--- src/rtl/avalon_mm_host.sv ---
// Avalon-MM host: turns a valid/ready command stream into Avalon read/write
// bus operations and returns pipelined read data on a valid/ready stream.
//
// Ports:
//   clk, reset        clock; asynchronous active-high reset
//   cmd_*             command stream (write flag, word address, write data)
//   rsp_*             read response stream, data in issue order
//   av_*              Avalon-MM host signals (waitrequest, readdatavalid in)
//   pending           reads accepted but not yet popped from rsp
//   idle              no bus op active and nothing pending
//   err_overflow      sticky: read data arrived with no reserved slot
module avalon_mm_host #(
    parameter int ADDRESSWIDTH = 8,
    parameter int MAX_PENDING  = 4,
    parameter int CNTWIDTH     = $clog2(MAX_PENDING + 1)
) (
    input  logic                    clk,
    input  logic                    reset,
    input  logic                    cmd_valid,
    output logic                    cmd_ready,
    input  logic                    cmd_write,
    input  logic [ADDRESSWIDTH-1:0] cmd_address,
    input  logic [31:0]             cmd_data,
    output logic                    rsp_valid,
    input  logic                    rsp_ready,
    output logic [31:0]             rsp_data,
    output logic                    av_read,
    output logic                    av_write,
    output logic [ADDRESSWIDTH-1:0] av_address,
    output logic [31:0]             av_writedata,
    input  logic                    av_waitrequest,
    input  logic                    av_readdatavalid,
    input  logic [31:0]             av_readdata,
    output logic [CNTWIDTH-1:0]     pending,
    output logic                    idle,
    output logic                    err_overflow
);

    localparam int PTRW = $clog2(MAX_PENDING);
    localparam logic [CNTWIDTH-1:0] MAX_CNT = CNTWIDTH'(MAX_PENDING);
    localparam logic [CNTWIDTH-1:0] ONE = CNTWIDTH'(1);

    logic                op_active;
    logic                accept;
    logic                pop;
    logic                push;
    logic                slot_free;
    logic [31:0]         fifo_mem [MAX_PENDING];
    logic [PTRW-1:0]     wr_ptr;
    logic [PTRW-1:0]     rd_ptr;
    logic [CNTWIDTH-1:0] count;

    assign op_active = av_read | av_write;
    assign cmd_ready = (!op_active || !av_waitrequest) && (pending < MAX_CNT);
    assign accept    = cmd_valid & cmd_ready;
    assign pop       = rsp_valid & rsp_ready;

    // A read is still outstanding on the bus only if fewer responses
    // sit in the FIFO than reads have been credited.
    assign slot_free = (count != pending);
    assign push      = av_readdatavalid & slot_free;

    assign rsp_valid = (count != '0);
    assign rsp_data  = fifo_mem[rd_ptr];
    assign idle      = !op_active && (pending == '0);

    // Bus op register: loaded on accept, dropped once the slave takes it.
    always_ff @(posedge clk or posedge reset) begin
        if (reset) begin
            av_read      <= 1'b0;
            av_write     <= 1'b0;
            av_address   <= '0;
            av_writedata <= '0;
        end else if (accept) begin
            av_read      <= !cmd_write;
            av_write     <= cmd_write;
            av_address   <= cmd_address;
            av_writedata <= cmd_data;
        end else if (!av_waitrequest) begin
            av_read  <= 1'b0;
            av_write <= 1'b0;
        end
    end

    // Read credits: reserved at accept, released when the response leaves.
    always_ff @(posedge clk or posedge reset) begin
        if (reset) begin
            pending <= '0;
        end else begin
            case ({accept & !cmd_write, pop})
                2'b10:   pending <= pending + ONE;
                2'b01:   pending <= pending - ONE;
                default: pending <= pending;
            endcase
        end
    end

    always_ff @(posedge clk) begin
        if (push) begin
            fifo_mem[wr_ptr] <= av_readdata;
        end
    end

    always_ff @(posedge clk or posedge reset) begin
        if (reset) begin
            wr_ptr       <= '0;
            rd_ptr       <= '0;
            count        <= '0;
            err_overflow <= 1'b0;
        end else begin
            if (push) begin
                wr_ptr <= wr_ptr + 1'b1;
            end
            if (pop) begin
                rd_ptr <= rd_ptr + 1'b1;
            end
            case ({push, pop})
                2'b10:   count <= count + ONE;
                2'b01:   count <= count - ONE;
                default: count <= count;
            endcase
            if (av_readdatavalid && !slot_free) begin
                err_overflow <= 1'b1;
            end
        end
    end

endmodule

--- config.mk ---
export PLATFORM = sky130hd
export DESIGN_NAME = avalon_mm_host
export DESIGN_NICKNAME = d
export VERILOG_FILES = /design/src/rtl/avalon_mm_host.sv
export SDC_FILE = /design/constraint.sdc
export NUM_CORES = 1
export LEC_CHECK = 0
export ABC_AREA = 0
export CAP_MARGIN = 20
export CORE_ASPECT_RATIO = 1.75
export CORE_MARGIN = 1
export CORE_UTILIZATION = 45
export CTS_CLUSTER_DIAMETER = 150
export DETAILED_ROUTE_END_ITERATION = 16
export HOLD_SLACK_MARGIN = 0.08
export PLACE_DENSITY = 0.78
export SLEW_MARGIN = 30
export SYNTH_ARGS = -nofsm -noshare
export SYNTH_HDL_FRONTEND = slang
export SYNTH_SLANG_ARGS = --single-unit
--- constraint.sdc ---
create_clock -name clk -period 2.1 [get_ports clk]
set_clock_uncertainty 0.05 [all_clocks]
set_input_delay 0.63 -clock clk [delete_from_list [all_inputs] [get_ports clk]]
set_output_delay 0.63 -clock clk [all_outputs]
set_load 0.01 [all_outputs]
==> flow_summary.toml <==
[grt]
antenna_found_initial = 0
overflow = 0
grtUsageTotal = 0.187
grt_max_degree = 42
grt_pass1_vias = 4201
grt_first_pass_wirelength_mm = 21.5

[finish]
area_growth_syn_to_layout_pct = 40.2
num_antenna_cells = 0
drive_gt1_frac = 0.392
post-route-util = 0.645
final_common_cell = "edfxtp_1"
fin_area_um2 = 9620
fillers = 1058
nets = 619
final_cell_mix = "edfxtp_1, clkdlybuf4s50_1, dfrtp_1"

[worst_setup_path]
cp.arrival_ns = 1.74
start_kind = "flip-flop"
regToRegSetupSlack_ns = -0.06
cp_max_fo = 5
endpoint_kind = "output pin"
crit_required_ns = 1.42
crit_type = "reg -> out"

[floorplanning]
rows = 59
fp.coreArea_um2 = 14900
fp.dieArea_um2 = 15800
initial_utilization = 0.460
fp.dieW_um = 95.4
die_h_um = 165
ios = 160

[clock_tree]
hold_buffers = 0
clk_pin_slew_ns = 0.07
cts.path.max_buffers = 2
htree_num_levels = 4
cts_root_buf = "clkbuf_16"
cts_buffers = 17
clk_latency_ns = 0.42
cts_tree = "done"
cts.sink_count = 181

[place]
preCtsSetupSlack_ns = -0.455
gp_congestion = 0.706
port_buffers = 159
place_area_um2 = 8990
hpwlAfterDp_mm = 9.38

[detailed_routing]
drt_iter0_drc = 161
dr.pass1.iters = 4
wl_met3_um = 945
drt-total-wl_mm = 13.6
postRouteAntennaNets = 0
wl_met1_mm = 5.00
wl_per_cell_um = 18.6
routed-via-count = 3689
vias_per_cell = 5.07
top_layer = "met4"
drc = 0
dr_wl_met2_mm = 7.44

[timing]
whs_ns = 0.430
fmax_mhz = 413
setup_ws_ns = -0.323
hold_viol_final = 0
setup_tns_ns = -9.47
max_slew_margin = 0.661
finalCriticalPeriod_ns = 2.42
slew_violations = 0
rsz0062_at_grt = "yes"
setup_violations = 34
fin_crit_sh = 1.15
tightest_slew_ns = 0.509

[run_status]
violations = "setup timing"
status = "complete, but fails checks"

[synth]
yosysUniqueCellTypes = 29
avgSynthCellArea_um2 = 21.5
ys_seq_area_frac = 0.753
syn_nets = 406
synth_seq_cells = 181
syn_inst = 319
yosysWarnings = 0
synthesis.area_um2 = 6860

[power]
peakVddDrop_mv = 0.890
p_leak_nw = 3.62
cellPowerDensity_nw_per_um2 = 1480

[flow_run]
maxCapViolCount = 0

[worst_hold_path]
hold_class = "reg -> reg"
==> path summary, 6_finish.rpt <==
kind | from | endpoint | depth (start not counted)
setup reg to reg | count[0] | count[2] | 10
setup / recovery | rd_ptr[0] | rsp_data[7] | 4
hold / removal | err_overflow | err_overflow | 1
hold reg to reg | err_overflow | err_overflow | 1
max in group asynchronous | reset | rd_ptr[0] | 3
min in group asynchronous | reset | av_writedata[21] | 3
==> Yosys cell counts <==
library cell,n,area (um^2)
a21oi_1,1,5.00
mux2_4,1,15.0
clkbuf_1,2,7.51
dfrtp_1,53,1330
fa_1,2,40.0
or3_2,1,7.51
mux2_2,40,450
mux2i_1,2,20.0
nor3_1,1,5.00
nand2_1,2,7.51
nor4_1,1,6.26
buf_2,3,15.0
xnor2_1,4,35.0
o31a_4,1,17.5
a32o_1,1,10.0
edfxtp_1,128,3840
o21ai_0,2,10.0
or2_2,2,12.5
ha_1,6,75.1
inv_1,10,37.5
and2_2,4,30.0
mux4_2,32,721
buf_6,2,22.5
nor2_1,2,7.51
nand3b_2,1,11.3
a21o_1,1,7.51
buf_4,5,37.5
xor2_1,8,70.1
o31a_2,1,10.0
==> area by class of cell <==
type                       instances  area, um^2  area share
timing repair buffer             206        1940       0.202
clock inverter                    14         150      0.0156
multi-input combinational        116        1660       0.172
clock buffer                      17         425      0.0442
inverter                          10        37.5     0.00390
sequential                       181        5170       0.538
tap                              183         229      0.0238
==> registers in the layout (all words and copies together) (netlist names) <==
signal and cells:
wr_ptr 2, rd_ptr 2, av_address 8, fifo_mem 128, err_overflow 1, av_write 1
pending 3, av_writedata 32, av_read 1, count 3
==> layer usage <==
metal | GRT usage | vias up
met4 | 0.0640 | 0
met5 | 0 | -
met1 | 0.196 | 1867
li1 | - | 1667
met2 | 0.344 | 138
met3 | 0.0577 | 17
==> cells by family (layout without fill, tap and decap cells) <==
family	Yosys count	in the layout	share of synthesized area
flops	181	181	0.753
mux	75	75	0.176
buf+inv	22	247	0.0175
simple gates	14	14	0.0128
xor+xnor	12	12	0.0153
fa+ha+maj	8	8	0.0168
compound gates	7	7	0.00875
==> through the flow <==
step	power (mW)	cells
global route	15.1	727
floorplan	8.28	319
global placement	11.0	684
detailed placement	11.3	684
finish	14.3	727
CTS	14.5	728
==> power breakdown <==
part,total [mW],switching [mW],internal [mW]
combinational,5.75,2.45,3.30
clock,3.04,1.45,1.60
sequential,5.47,0.466,5.00
==> worst max-delay path, cell delays in order (launching register included) <==
cell and delay (ns):
dfrtp_2 0.44, buf_4 0.14, buf_6 0.11, mux4_2 0.51, buf_6 0.14
==> what timing repair did <==
item,4_1_cts,5_1_grt
gates resized for setup,179,4
endpoints found under the setup margin,41,36
gates cloned,1,0
buffers inserted,12,3
pin swaps,5,3
Note: power is estimated with default switching activity, not from simulation.
